[src/rtl/spi_slave_core_if.sv]
// Host-side (CPU register file) view of the SPI responder: mode select,
// transmit pending register and receive word.
interface spi_slave_core_if #(
  parameter int D_WIDTH = 8
);
  logic               cpol;
  logic               cpha;
  logic [D_WIDTH-1:0] tx_data;
  logic               tx_load;
  logic               tx_empty;
  logic               tx_underrun;
  logic [D_WIDTH-1:0] rx_data;
  logic               rx_valid;
  logic               busy;

  modport master (
    output cpol, cpha, tx_data, tx_load,
    input  tx_empty, tx_underrun, rx_data, rx_valid, busy
  );

  modport slave (
    input  cpol, cpha, tx_data, tx_load,
    output tx_empty, tx_underrun, rx_data, rx_valid, busy
  );
endinterface

[src/rtl/spi_slave_core.sv]
// SPI responder oversampled by the system clock: synchronizes sclk/ss_n/mosi,
// shifts D_WIDTH-bit words MSB-first in all four cpol/cpha modes.
module spi_slave_core #(
  parameter int D_WIDTH     = 8,
  parameter int SYNC_STAGES = 2
) (
  input  logic            clock,
  input  logic            reset_n,
  spi_slave_core_if.slave host,
  input  logic            sclk,
  input  logic            ss_n,
  input  logic            mosi,
  output logic            miso,
  output logic            miso_oe
);
  localparam int            CW       = $clog2(D_WIDTH + 1);
  localparam logic [CW-1:0] LAST_BIT = CW'(D_WIDTH - 1);

  typedef enum logic {IDLE, ACTIVE} state_t;

  state_t               state;
  logic [SYNC_STAGES-1:0] sclk_sync, ss_sync, mosi_sync;
  logic                 sclk_prev, ss_prev;
  logic                 cpol_q, cpha_q;
  logic [CW-1:0]        bit_cnt;
  logic [D_WIDTH-1:0]   rx_shift, tx_shift, pending;
  logic                 word_done, wrap_pending, seen_sample;

  logic sclk_s, ss_s, mosi_s;
  logic ss_fall, ss_rise, sclk_rise, sclk_fall;
  logic lead_edge, trail_edge, sample_edge, shift_edge;
  logic do_load, do_shift;

  // NOTE: ss_n synchronizer resets to 1 so leaving reset never looks like a
  // select assertion; the pin must be seen going low after reset.
  always_ff @(posedge clock or negedge reset_n) begin
    if (!reset_n) begin
      sclk_sync <= '0;
      ss_sync   <= '1;
      mosi_sync <= '0;
      sclk_prev <= 1'b0;
      ss_prev   <= 1'b1;
    end else begin
      sclk_sync <= {sclk_sync[SYNC_STAGES-2:0], sclk};
      ss_sync   <= {ss_sync[SYNC_STAGES-2:0], ss_n};
      mosi_sync <= {mosi_sync[SYNC_STAGES-2:0], mosi};
      sclk_prev <= sclk_s;
      ss_prev   <= ss_s;
    end
  end

  assign sclk_s = sclk_sync[SYNC_STAGES-1];
  assign ss_s   = ss_sync[SYNC_STAGES-1];
  assign mosi_s = mosi_sync[SYNC_STAGES-1];

  // NOTE: every always_comb output gets a default first so no path can
  // leave it unassigned and infer a latch.
  always_comb begin
    ss_fall     = ss_prev & ~ss_s;
    ss_rise     = ~ss_prev & ss_s;
    sclk_rise   = ~sclk_prev & sclk_s;
    sclk_fall   = sclk_prev & ~sclk_s;
    lead_edge   = cpol_q ? sclk_fall : sclk_rise;
    trail_edge  = cpol_q ? sclk_rise : sclk_fall;
    sample_edge = cpha_q ? trail_edge : lead_edge;
    shift_edge  = cpha_q ? lead_edge : trail_edge;
    do_load     = 1'b0;
    do_shift    = 1'b0;
    if (state == IDLE) begin
      do_load = ss_fall && !host.cpha;
    end else if (!ss_rise && shift_edge) begin
      // cpha=1 loads on the first shift edge of each word; cpha=0 preloads
      // at select and then reloads on the shift edge after a word completes.
      if (cpha_q) begin
        do_load  = (bit_cnt == '0);
        do_shift = (bit_cnt != '0);
      end else begin
        do_load  = seen_sample && wrap_pending;
        do_shift = seen_sample && !wrap_pending;
      end
    end
  end

  // NOTE: all state below uses non-blocking assignments so every register
  // sees the pre-edge values of the others, independent of statement order.
  always_ff @(posedge clock or negedge reset_n) begin
    if (!reset_n) begin
      state            <= IDLE;
      cpol_q           <= 1'b0;
      cpha_q           <= 1'b0;
      bit_cnt          <= '0;
      rx_shift         <= '0;
      tx_shift         <= '0;
      pending          <= '0;
      word_done        <= 1'b0;
      wrap_pending     <= 1'b0;
      seen_sample      <= 1'b0;
      host.rx_data     <= '0;
      host.rx_valid    <= 1'b0;
      host.tx_empty    <= 1'b1;
      host.tx_underrun <= 1'b0;
      host.busy        <= 1'b0;
      miso             <= 1'b0;
      miso_oe          <= 1'b0;
    end else begin
      host.rx_valid    <= 1'b0;
      host.tx_underrun <= 1'b0;
      word_done        <= 1'b0;

      // Word commit runs regardless of state so a word that completes as
      // ss_n rises is still delivered.
      if (word_done) begin
        host.rx_data  <= rx_shift;
        host.rx_valid <= 1'b1;
        bit_cnt       <= '0;
      end

      if (do_load) begin
        if (!host.tx_empty) begin
          tx_shift      <= pending;
          miso          <= pending[D_WIDTH-1];
          host.tx_empty <= 1'b1;
        end else begin
          tx_shift         <= '0;
          miso             <= 1'b0;
          host.tx_underrun <= 1'b1;
        end
      end else if (do_shift) begin
        tx_shift <= {tx_shift[D_WIDTH-2:0], 1'b0};
        miso     <= tx_shift[D_WIDTH-2];
      end

      // A host write wins over a same-cycle consume of the pending word.
      if (host.tx_load) begin
        pending       <= host.tx_data;
        host.tx_empty <= 1'b0;
      end

      case (state)
        IDLE: begin
          if (ss_fall) begin
            state        <= ACTIVE;
            cpol_q       <= host.cpol;
            cpha_q       <= host.cpha;
            bit_cnt      <= '0;
            seen_sample  <= 1'b0;
            wrap_pending <= 1'b0;
            host.busy    <= 1'b1;
            miso_oe      <= 1'b1;
          end
        end
        ACTIVE: begin
          if (sample_edge) begin
            rx_shift     <= {rx_shift[D_WIDTH-2:0], mosi_s};
            bit_cnt      <= bit_cnt + 1'b1;
            seen_sample  <= 1'b1;
            wrap_pending <= (bit_cnt == LAST_BIT);
            word_done    <= (bit_cnt == LAST_BIT);
          end else if (do_load) begin
            wrap_pending <= 1'b0;
          end
          if (ss_rise) begin
            state     <= IDLE;
            host.busy <= 1'b0;
            miso_oe   <= 1'b0;
            miso      <= 1'b0;
            bit_cnt   <= '0;
          end
        end
        default: state <= IDLE;
      endcase
    end
  end
endmodule

[src/flat_wrapper.sv]
// flat-port wrapper written by rule: the top's interface ports become plain ports
module spi_slave_core_flat 
#(
  parameter int D_WIDTH     = 8,
  parameter int SYNC_STAGES = 2
)
  (clock, reset_n, sclk, ss_n, mosi, miso, miso_oe, host_cpol, host_cpha, host_tx_data, host_tx_load, host_tx_empty, host_tx_underrun, host_rx_data, host_rx_valid, host_busy);
  spi_slave_core_if #(.D_WIDTH(D_WIDTH)) host_i ();
  input  logic clock;
  input  logic reset_n;
  input  logic sclk;
  input  logic ss_n;
  input  logic mosi;
  output logic miso;
  output logic miso_oe;
  input wire logic [$bits(host_i.cpol)-1:0] host_cpol;
  input wire logic [$bits(host_i.cpha)-1:0] host_cpha;
  input wire logic [$bits(host_i.tx_data)-1:0] host_tx_data;
  input wire logic [$bits(host_i.tx_load)-1:0] host_tx_load;
  output wire logic [$bits(host_i.tx_empty)-1:0] host_tx_empty;
  output wire logic [$bits(host_i.tx_underrun)-1:0] host_tx_underrun;
  output wire logic [$bits(host_i.rx_data)-1:0] host_rx_data;
  output wire logic [$bits(host_i.rx_valid)-1:0] host_rx_valid;
  output wire logic [$bits(host_i.busy)-1:0] host_busy;
  assign host_i.cpol = host_cpol;
  assign host_i.cpha = host_cpha;
  assign host_i.tx_data = host_tx_data;
  assign host_i.tx_load = host_tx_load;
  assign host_tx_empty = host_i.tx_empty;
  assign host_tx_underrun = host_i.tx_underrun;
  assign host_rx_data = host_i.rx_data;
  assign host_rx_valid = host_i.rx_valid;
  assign host_busy = host_i.busy;
  spi_slave_core #(.D_WIDTH(D_WIDTH), .SYNC_STAGES(SYNC_STAGES)) u_core (.clock(clock), .reset_n(reset_n), .host(host_i), .sclk(sclk), .ss_n(ss_n), .mosi(mosi), .miso(miso), .miso_oe(miso_oe));
endmodule
[config.mk]
export PLATFORM = sky130hd
export DESIGN_NAME = spi_slave_core_flat
export DESIGN_NICKNAME = d
export VERILOG_FILES = /design/src/rtl/spi_slave_core_if.sv /design/src/rtl/spi_slave_core.sv /design/src/flat_wrapper.sv
export SDC_FILE = /design/constraint.sdc
export NUM_CORES = 1
export LEC_CHECK = 0
export CELL_PAD_IN_SITES_DETAIL_PLACEMENT = 1
export CELL_PAD_IN_SITES_GLOBAL_PLACEMENT = 1
export CORE_ASPECT_RATIO = 1.4
export CORE_MARGIN = 2
export CORE_UTILIZATION = 31
export DETAILED_ROUTE_END_ITERATION = 8
export PLACE_DENSITY = 0.69
export SETUP_SLACK_MARGIN = 0.5
export SLEW_MARGIN = 20
export SYNTH_ARGS = -nofsm -noshare
export SYNTH_HDL_FRONTEND = slang
export SYNTH_SLANG_ARGS = --single-unit
[constraint.sdc]
create_clock -name clock -period 2.1 [get_ports clock]
set_input_delay 0.21 -clock clock [delete_from_list [all_inputs] [get_ports clock]]
set_output_delay 0.21 -clock clock [all_outputs]
set_load 0.005 [all_outputs]
; Word-level counts from Yosys, hierarchy flattened
; Index checks and enable logic that the tools add are counted.
; W data, S select, Z words.
[word_totals]
in_bits = 16
out_inout_bits = 14
elab_cells = 94
register_bits = 54
[classes]
add_sub_neg = 1
mux = 42
n_bitwise = 9
eq_ne = 5
n_reduce_logical = 16
[op_table]
columns = cell, n
row1 = $mux W1, 30
row2 = $mux W7, 3
row3 = $mux W4, 4
row4 = $reduce_and A2 Y1, 5
row5 = $pmux W1 S2, 4
row6 = $pmux W4 S2, 1
row7 = $not A1 Y1, 5
row8 = $add A4 B1 Y4 const B, 1
row9 = $and A1 B1 Y1, 4
row10 = $eq A4 B3 Y1 const B, 1
row11 = $logic_and A1 B1 Y1, 4
row12 = $logic_not A4 Y1, 1
row13 = $ne A2 B2 Y1 const B, 2
row14 = $reduce_bool A2 Y1, 2
row15 = $reduce_bool A4 Y1, 1
row16 = $logic_not A1 Y1, 3
row17 = $ne A3 B3 Y1 const B, 1
row18 = $ne A2 B1 Y1 const B, 1

; Longest topological paths before layout
; Gate-level depths: netlist of run 1.
[depth]
depth_word = 11
mapped_depth = 6
depth_no_buf = 6

; Worst setup path before layout of run 1
; No wires, ideal clock.
[synth_path]
path_type = reg2reg
start = reg u_core.cpha_q
end = reg u_core.rx_shift[0]
setup_ns = 0.125
path_stages_with_launch = 5
slack_ns = 0.444
required_time_ns = 1.975
t_arrival_ns = 1.531
n_path_buf = 0
period_less_slack_ns = 1.656
path_cell_list = dfrtp_1 xnor2_2 mux2i_4 nand2_4 mux2_4
[synth_via]
elab_chain_cells = 2
[synth_lines]
columns = item, line_no
row1 = start: declaration, spi_slave_core.sv:24  ; logic cpol_q, cpha_q;
row2 = start signal: assignment, spi_slave_core.sv:144  ; cpha_q <= host.cpha;
row3 = $mux W1, spi_slave_core.sv:65  ; sample_edge = cpha_q ? trail_edge : lead_edge;
row4 = $reduce_and A2 Y1 (no source line), n/a
row5 = end signal: assignment, spi_slave_core.sv:154  ; rx_shift <= {rx_shift[D_WIDTH-2:0], mosi_s};
row6 = end: declaration, spi_slave_core.sv:26  ; logic [D_WIDTH-1:0] rx_shift, tx_shift, pending;
; Every way passes these cells.
; A chain may end at the register's enable or synchronous reset.

; Final worst setup path of run 1
[layout_path]
start = reg u_core.ss_prev
end = reg u_core.tx_shift[5]
[layout_via]
elab_chain_cells = 7
elab_cells_between_ends = 12
cone_classes = 5 x mux / 3 x bitwise / 4 x reduce/logical
[layout_lines]
columns = item, line_no
row1 = start: declaration, spi_slave_core.sv:23  ; logic sclk_prev, ss_prev;
row2 = start signal: assignment, spi_slave_core.sv:48  ; ss_prev <= ss_s;
row3 = $not A1 Y1, spi_slave_core.sv:60  ; ss_rise = ~ss_prev & ss_s;
row4 = $and A1 B1 Y1, spi_slave_core.sv:60
row5 = $logic_not A1 Y1, spi_slave_core.sv:71  ; end else if (!ss_rise && shift_edge) begin
row6 = $logic_and A1 B1 Y1, spi_slave_core.sv:71
row7 = $mux W1, spi_slave_core.sv:71
row8 = $mux W1, spi_slave_core.sv:69  ; if (state == IDLE) begin
row9 = $mux W7 / $reduce_bool A2 Y1 (equally long branches), n/a
row10 = end signal: assignment, spi_slave_core.sv:120  ; tx_shift <= pending;
row11 = end signal: assignment, spi_slave_core.sv:129  ; tx_shift <= {tx_shift[D_WIDTH-2:0], 1'b0};
row12 = end: declaration, spi_slave_core.sv:26
; Several ways; a longest one is shown, not always the timed one.

==> results of run 1 <==
[cells in the mapped netlist (2+ instances only)]
library cell and instances:
a21oi_1 5, a22o_1 2, clkbuf_1 2, dfrtp_1 50, dfstp_2 4, ha_1 2
inv_1 19, mux2_2 12, mux2_4 8, mux2i_4 2, nand2_1 7, nand2b_1 3
nand3_1 2, nand4_1 6, nor2_1 8, nor2b_1 3, nor3_1 2, o21ai_0 8
o221ai_1 6, o22ai_1 2, or3_1 2
[worst max-delay path by stage]
stage	from	to	slack (ns)	depth (start not counted)
floorplan	u_core.cpol_q	u_core.rx_shift[0]	0.49	4
global placement	host_cpha	u_core.tx_shift[3]	0.28	5
detailed placement	host_cpha	u_core.tx_shift[1]	0.21	5
CTS	u_core.cpha_q	u_core.bit_cnt[2]	0.41	6
global route	u_core.cpha_q	u_core.bit_cnt[2]	0.37	6
finish	u_core.ss_prev	u_core.tx_shift[5]	0.41	5
[logic make-up (layout without fill, tap and decap cells)]
family	after synthesis	in the layout	synth area share
compound gates	32	32	0.104
xor+xnor	2	2	0.0109
fa+ha+maj	2	2	0.0109
buf+inv	23	81	0.0424
flops	54	54	0.589
mux	22	22	0.131
simple gates	44	45	0.112
[final cells by class]
cell class              count  area [um^2]
fillers                   772         4080
flip-flops and latches     54         1360
multi-input cells         103          987
repair buffers             54          536
well taps                  97          121
inverters                  19         71.3
clock buffers               5         68.8
clock inverters             3         48.8
[layer usage]
layer | part of all wire | vias up
met2 | 0.54 | 30
met1 | 0.41 | 828
li1 | - | 744
met3 | 0.027 | 10
met4 | 0.028 | 0
met5 | 0 | -
[power by group through the flow]
stage	sequential, mW	clock, mW	combinational (mW)
floorplan	1.39	0	0.535
global placement	1.44	0	0.703
detailed placement	1.45	0	0.719
CTS	1.42	0.751	0.931
global route	1.45	0.798	1.08
finish	1.43	0.739	0.992
[state kept, by name (all words and copies together), names as in the netlist]
name and cells:
u_core.host.rx_data 8, u_core.pending 8, u_core.rx_shift 8, u_core.tx_shift 7
u_core.bit_cnt 4, u_core.mosi_sync 2, u_core.sclk_sync 2, u_core.ss_sync 2
u_core.cpha_q 1, u_core.cpol_q 1, u_core.host.rx_valid 1, u_core.host.tx_empty 1
u_core.host.tx_underrun 1, u_core.miso 1, u_core.miso_oe 1, u_core.sclk_prev 1
u_core.seen_sample 1, u_core.ss_prev 1, u_core.state 1, u_core.word_done 1
u_core.wrap_pending 1
[what timing repair did]
action,in CTS,in global routing
gates cloned,1,0
endpoints found under the hold margin,22,0
gates resized for setup,19,7
pin swaps,11,7
setup endpoints to repair,25,25
setup buffers,14,6
hold buffers,1,0
[per-stage QoR]
stage          hold WS (ns)  total power [mW]  std cells
2_1_floorplan       -0.0856              1.93        179
3_3_place_gp          0.227              2.14        305
3_5_place_dp          0.227              2.17        305
4_1_cts               0.318              3.10        329
5_1_grt               0.304              3.33        335
6_report              0.309              3.16        335
==> results.toml, run 1 <==
[setup_path]
slowest_delay_ns = 0.60
crit_family = "simple AND/OR/NAND/NOR gates"
r2r_start = "u_core.ss_prev"
crit_path_max_fanout = 7
worst-path-buf-inv = 1
slowest_stage = "dfstp_2"
worst_setup_path_start_kind = "flop"
rrSetupSlack_ns = 0.41
path_cells = "or4b_4 -> nor2_4 -> a31oi_4 -> buf_12 -> o221ai_1"
cp.arrival_ns = 1.91
worstPathRequired_ns = 2.33
r2r_cells = 5
crit-reg2reg-capture = "u_core.tx_shift[5]"
crit_type = "flop to flop"
endpoint_kind = "flop"

[floorplanning]
fp.dieH_um = 106
floorplan.rows = 37
fp.dieW_um = 76.8
start_util = 0.317
io_pins = 30
die_area_um2 = 8140
core-area_um2 = 7270

[global_routing]
antenna_found_initial = 0
use_met1 = 0.156
grt-ovfl-total = 0
track_usage = 0.138
gr-usage-met3 = 0.0255
grt_busiest_layer = "met2"
grt_pass1_wl_um = 8830
gr-usage-met2 = 0.253
grt_max_degree = 33
grt_pass1_vias = 1793

[drt]
vias_per_cell = 4.81
dr.pass1.iters = 3
drtIter0Drc = 45
vias = 1612
antenna_left = 0
drc_errors = 0
drt_wl_total_um = 5090
wl_per_cell_um = 15.2

[sta]
setup_viol = 0
fin_crit_sh = 0.803
rsz0062_at_grt = "yes"
period_needed_ns = 1.69
slew_violations = 0
hold_viol = 0
fin_setup_tns_ns = 0
worst_pin_slew_ns = 0.537
setup_ws_ns = 0.415
max_freq_ghz = 0.593
worst_slew_margin_rel = 0.642
skew_ns = 0.00841

[logic_synthesis]
yosysTopAreaCellShare = 0.544
netlist_instances = 179
synth_fp_nets = 197
yosysWarningCount = 0
synth_area_leader_cell = "dfrtp_1"
synth_seq_area_share = 0.589
ys_types = 45
async_flop_share = 1.00
ys.flop_type = "dfrtp_1"
yosys-top-cells-area = "dfrtp_1 (54%), mux2_2 (5.9%), mux2_4 (5.2%), dfstp_2 (4.6%), inv_1 (3.1%)"
synth_edf_count = 0
yosys_register_bits = 54
syn_area_per_cell_um2 = 12.9
syn-cell-area_um2 = 2300

[place]
dpl_cell_area_um2 = 2740
gp_congestion = 0.762
pre_cts_ws_ns = 0.213
dp_hpwl_um = 3280
io_buffer_count = 29

[power_and_ir_drop]
swShare = 0.297
irDropWorstVdd_mv = 0.489
power.internal_mw = 2.22
p_leak_nw = 1.45
p_comb_frac = 0.314
power.density_nw_per_um2 = 989
power_frac_seq = 0.452
clkPwrFrac = 0.234
p_switching_uw = 939

[layout]
fin_area_um2 = 3190
drive_gt1_frac = 0.357
layout_commonest_cell = "dfrtp_1"
layout.nets = 255
final_core_util = 0.439
antenna_cells = 0
final_cell_mix = "dfrtp_1 (48), clkdlybuf4s50_1 (27), inv_1 (19)"
area_growth_pct = 38.7

[clock_tree]
cts.sinks = 54
h-tree-depth = 2
root_buffer = "clkbuf_8"
numCtsBuffers = 5
cts_tree = "done"
clkLatencyLatePin_ns = 0.32
clk_pin_slew_worst_paths_ns = 0.10
clock_path_buffers = 2

[run_status]
status = "finished, final reports clean"

[min_path]
whs_endpoint = "u_core.ss_sync[0]"
min_path_type = "input port to flop"
hold_start = "ss_n"
min_path_cells = 1

[job]
drv_cap = 0
(Power assumes the default switching activity.)
==> run 2: changes to the inputs <==
==> constraint.sdc (replaced) <==
create_clock -name clock -period 1.75 [get_ports clock]
set_input_delay 0.175 -clock clock [delete_from_list [all_inputs] [get_ports clock]]
set_output_delay 0.175 -clock clock [all_outputs]
set_load 0.005 [all_outputs]
==> results.toml, run 2 (synthesis gave the netlist of run 1 again) <==
[run_status]
status = "finished, final reports clean"

[setup_path]
endpoint_kind = "flop"
slowest_stage = "dfrtp_2"
cp.arrival_ns = 1.92
cp_num_cells = 5
slowest_delay_ns = 0.48
crit_path_max_fanout = 4
crit_family = "flip-flops"
path_cells = "xnor2_4 -> mux2i_4 -> buf_6 -> o21ai_4 -> a221o_1"
worst_setup_path_start_kind = "flop"
worst-path-buf-inv = 1
r2r_cells = 5
worstPathRequired_ns = 1.94
crit_type = "flop to flop"

[floorplanning]
floorplan.rows = 37
fp.dieW_um = 76.8
io_pins = 30
fp.dieH_um = 106
die_area_um2 = 8140
start_util = 0.317
core-area_um2 = 7270

[drt]
drc_errors = 0
antenna_left = 0
wl_per_cell_um = 15.4
vias = 1611
dr.pass1.iters = 3
vias_per_cell = 4.78
drtIter0Drc = 73
drt_wl_total_um = 5190

[sta]
setup_viol = 0
period_needed_ns = 1.73
fin_setup_tns_ns = 0
setup_ws_ns = 0.0194
worst_pin_slew_ns = 0.508
fin_crit_sh = 0.989
rsz0062_at_grt = "yes"
skew_ns = 0.0123
slew_violations = 0
worst_slew_margin_rel = 0.662
hold_viol = 0
max_freq_ghz = 0.578

[clock_tree]
numCtsBuffers = 5
h-tree-depth = 2
root_buffer = "clkbuf_8"
cts_tree = "done"
cts.sinks = 54
clkLatencyLatePin_ns = 0.31
clock_path_buffers = 2
clk_pin_slew_worst_paths_ns = 0.10

[global_routing]
grt-ovfl-total = 0
grt_pass1_vias = 1701
track_usage = 0.128
grt_max_degree = 35
antenna_found_initial = 0
grt_pass1_wl_um = 8220

[power_and_ir_drop]
irDropWorstVdd_mv = 0.696
power_mw = 3.76
power.density_nw_per_um2 = 1160
p_leak_nw = 1.52

[place]
dp_hpwl_um = 3440
io_buffer_count = 29
gp_congestion = 0.751
dpl.cell_count = 313
pre_cts_ws_ns = 0.0140

[layout]
drive_gt1_frac = 0.392
final_core_util = 0.444
layout.nets = 257
antenna_cells = 0
final_cell_mix = "dfrtp_1 (47), buf_4 (20), inv_1 (19)"
reg.largest.list = "u_core.host.rx_data x8, u_core.pending x8, u_core.rx_shift x8"
layout.cells.non_filler = 337
n_fill_cell = 771
layout_commonest_cell = "dfrtp_1"
area_growth_pct = 40.2

[job]
drv_cap = 0

[min_path]
min_path_cells = 1
min_path_type = "input port to flop"
==> run 2: final cells by class <==
cell class,instances,area (um^2),area share
Clock buffer,6,82.6,0.0256
Clock inverter,2,38.8,0.0120
Inverter,19,71.3,0.0221
Multi-Input combinational cell,102,1030,0.320
Sequential cell,54,1360,0.421
Tap cell,97,121,0.0376
Timing Repair Buffer,57,520,0.161
==> run 2: what timing repair did <==
action,in CTS,in global routing
endpoints found under the hold margin,20,0
pin swaps,4,5
hold buffers,1,0
resized for setup,26,14
endpoints found under the setup margin,42,29
buffers inserted,8,7
==> run 2: worst paths after layout <==
| check | slack, ns | start | to |
|---|---|---|---|
| worst max-delay path | 0.02 | u_core.cpha_q | u_core.bit_cnt[2] |
| worst min-delay path | 0.26 | ss_n | u_core.ss_sync[0] |
| worst max register to register | 0.02 | u_core.cpha_q | u_core.bit_cnt[2] |
| worst min register to register | 0.36 | u_core.mosi_sync[0] | u_core.mosi_sync[1] |
| max in group asynchronous | 0.78 | reset_n | u_core.ss_prev |
| min in group asynchronous | 0.36 | reset_n | u_core.pending[7] |
==> run 2: metal layers <==
layer	share of wire	global-route usage
met3	0.023	0.0238
met1	0.40	0.144
met2	0.55	0.238
met4	0.030	0.0429
met5	0	0
==> run 2: through the flow <==
step | cell area (um^2) | hold slack [ns]
after detailed placement | 2890 | 0.172
after floorplan | 2400 | -0.121
after global placement | 2890 | 0.170
final | 3230 | 0.261
after CTS | 3100 | 0.248
after global routing | 3230 | 0.265
==> run 2: where the power goes <==
group | switching, mW | leakage [nW] | internal [mW] | total (mW)
registers | 0.195 | 0.675 | 1.51 | 1.71
logic | 0.493 | 0.779 | 0.672 | 1.17
clock network | 0.416 | 0.0618 | 0.471 | 0.887
==> run 3: changes to the inputs <==
--- a/config.mk
+++ b/config.mk
@@ -5,13 +5,14 @@
 export SDC_FILE = /design/constraint.sdc
 export NUM_CORES = 1
 export LEC_CHECK = 0
+export ABC_AREA = 1
 export CELL_PAD_IN_SITES_DETAIL_PLACEMENT = 1
 export CELL_PAD_IN_SITES_GLOBAL_PLACEMENT = 1
 export CORE_ASPECT_RATIO = 1.4
 export CORE_MARGIN = 2
 export CORE_UTILIZATION = 31
 export DETAILED_ROUTE_END_ITERATION = 8
-export PLACE_DENSITY = 0.69
+export PLACE_DENSITY = 0.72
 export SETUP_SLACK_MARGIN = 0.5
 export SLEW_MARGIN = 20
 export SYNTH_ARGS = -nofsm -noshare
==> results.toml, run 3 <==
[sta]
fin_crit_sh = 0.840
skew_ns = 0.00665
worst_pin_slew_ns = 0.311
setup_viol = 0
rsz0062_at_grt = "yes"
slew_violations = 0
setup_ws_ns = 0.279
hold_viol = 0
worst_slew_margin_rel = 0.792
max_freq_ghz = 0.680
period_needed_ns = 1.47
fin_setup_tns_ns = 0

[power_and_ir_drop]
power_mw = 3.49
p_leak_nw = 1.56
irDropWorstVdd_mv = 0.471
power.density_nw_per_um2 = 1130

[run_status]
status = "finished, final reports clean"

[layout]
drive_gt1_frac = 0.246
layout.nets = 326
fin_area_um2 = 3090
reg.largest.list = "u_core.host.rx_data x8, u_core.pending x8, u_core.rx_shift x8"
final_cell_mix = "nand2_1 (66), dfrtp_1 (50), inv_1 (27)"
layout_commonest_cell = "nand2_1"
multi_input_area_um2 = 906
n_fill_cell = 853
antenna_cells = 0
seqCellArea_um2 = 1360
area_growth_pct = 34.8

[logic_synthesis]
yosysTopAreaCellShare = 0.546
synth-simple-area-share = 0.237
synth_fp_nets = 270
synth_mux_area_frac = 0
yosys-top-cells-count = "nand2_1 (70), dfrtp_1 (50), inv_1 (34)"
yosys-top-cells-area = "dfrtp_1 (55%), nand2_1 (11%), inv_1 (5.6%), o21ai_0 (5.2%), dfstp_2 (4.6%)"
ys_types = 24
syn_area_per_cell_um2 = 9.10
syn-cell-area_um2 = 2290
synth_area_leader_cell = "dfrtp_1"
synth_top_family_by_area = "simple AND/OR/NAND/NOR gates"
synth-xor-area-share = 0.00764
synth_compound_area_frac = 0.0857
ys.flop_type = "dfrtp_1"
netlist_instances = 252
async_flop_share = 1.00
synth_fa_ha_area_frac = 0.0109
yosysMostFrequentCell = "nand2_1"
yosysWarningCount = 0
synth_seq_area_share = 0.591
synth_edf_count = 0
yosys_register_bits = 54

[clock_tree]
h-tree-depth = 2
cts_tree = "done"
clkLatencyLatePin_ns = 0.31
clock_path_buffers = 2
numCtsBuffers = 5
root_buffer = "clkbuf_8"
cts.sinks = 54
clk_pin_slew_worst_paths_ns = 0.10

[drt]
vias = 1816
drt_wl_total_um = 5230
wl_per_cell_um = 12.9
drc_errors = 0
dr.pass1.iters = 3
drtIter0Drc = 113
vias_per_cell = 4.47
antenna_left = 0

[global_routing]
grt_pass1_wl_um = 9380
antenna_found_initial = 0
track_usage = 0.145
grt_pass1_vias = 2025
grt_max_degree = 55
grt-ovfl-total = 0

[place]
dpl_cell_area_um2 = 2740
pre_cts_ws_ns = 0.226
gp_congestion = 0.750
dp_hpwl_um = 3460
io_buffer_count = 29

[setup_path]
slowest_delay_ns = 0.44
path_cells = "buf_6 -> nand3_2 -> nand3_2 -> nand3_4 -> nor2_4 -> nor2_4 -> buf_4 -> nand2_2 -> nand2_1"
endpoint_kind = "flop"
cp.arrival_ns = 1.68
slowest_stage = "dfrtp_1"
worstPathRequired_ns = 1.96
worst_setup_path_start_kind = "flop"
crit_path_max_fanout = 4
crit_type = "flop to flop"

[floorplanning]
fp.dieH_um = 106
die_area_um2 = 8110
floorplan.rows = 37
start_util = 0.316
io_pins = 30
core-area_um2 = 7270
fp.dieW_um = 76.7

[min_path]
min_path_type = "input port to flop"

[job]
drv_cap = 0
-- run 3: cell count changes in the layout (fill, tap and decap cells not counted), moves of 4 or more --
cell and delta:
nand2_2 +4, nand3_1 +8, inv_1 +8, nand2_1 +59, inv_2 +7, mux2_4 -11
nand3_2 +9, o221ai_2 -6, nor2_4 +5, o21ai_1 +4, nor2_1 +11, o21ai_0 +11
mux2_2 -9
-- run 3: final timing paths --
| check | startpoint | slack [ns] | to | depth (start not counted) |
|---|---|---|---|---|
| min in group asynchronous | reset_n | 0.37 | u_core.state | 3 |
| max reg2reg | u_core.cpol_q | 0.28 | u_core.tx_shift[6] | 9 |
| max | u_core.cpol_q | 0.28 | u_core.tx_shift[6] | 9 |
| max in group asynchronous | reset_n | 1.07 | u_core.host.tx_empty | 3 |
| min | ss_n | 0.26 | u_core.ss_sync[0] | 1 |
| min reg2reg | u_core.mosi_sync[0] | 0.36 | u_core.mosi_sync[1] | 0 |
-- run 3: logic make-up after synthesis --
family,Yosys count
and+or+nand+nor,120
DFF,54
buffers and inverters,39
AOI/OAI and AO/OA,35
xor gates and xnor gates,2
adders and majority gates,2
-- run 3: per-layer routing --
| layer | track usage | part of all wire |
|---|---|---|
| met1 | 0.170 | 0.41 |
| met2 | 0.268 | 0.56 |
| met3 | 0.0197 | 0.024 |
| met4 | 0.0506 | 0.0080 |
| met5 | 0 | 0 |
-- run 3: repair_timing --
| action | in CTS | in global routing |
|---|---|---|
| endpoints found under the setup margin | 38 | 29 |
| hold buffers | 1 | 0 |
| pin swaps | 11 | 14 |
| buffers inserted | 13 | 4 |
| endpoints found under the hold margin | 50 | 0 |
| resized for setup | 42 | 13 |
| cloned | 2 | 0 |
-- run 3: area by class of cell --
type,count,area share
Timing Repair Buffer,52,0.149
Inverter,35,0.0433
Tap cell,97,0.0393
Sequential cell,54,0.439
Clock inverter,3,0.0146
Clock buffer,5,0.0223
Multi-Input combinational cell,160,0.293
-- run 3: per-stage QoR --
| stage | std cells | hold WS, ns | utilization |
|---|---|---|---|
| after detailed placement | 378 | 0.196 | 0.376 |
| after CTS | 402 | 0.255 | 0.419 |
| after global routing | 406 | 0.243 | 0.425 |
| final | 406 | 0.263 | 0.425 |
| after global placement | 378 | 0.200 | 0.376 |
| after floorplan | 252 | -0.121 | - |
-- run 3: critical path: cells and delay by family (launching register included) --
family        cells  cell delay, ns
buf+inv           2            0.25
flops             1            0.44
simple gates      7            0.68
-- run 3: where the power goes --
part	switching (mW)	internal [mW]	leakage [nW]	total, mW
registers	0.152	1.50	0.682	1.65
clock network	0.426	0.426	0.0504	0.852
logic	0.559	0.427	0.824	0.986
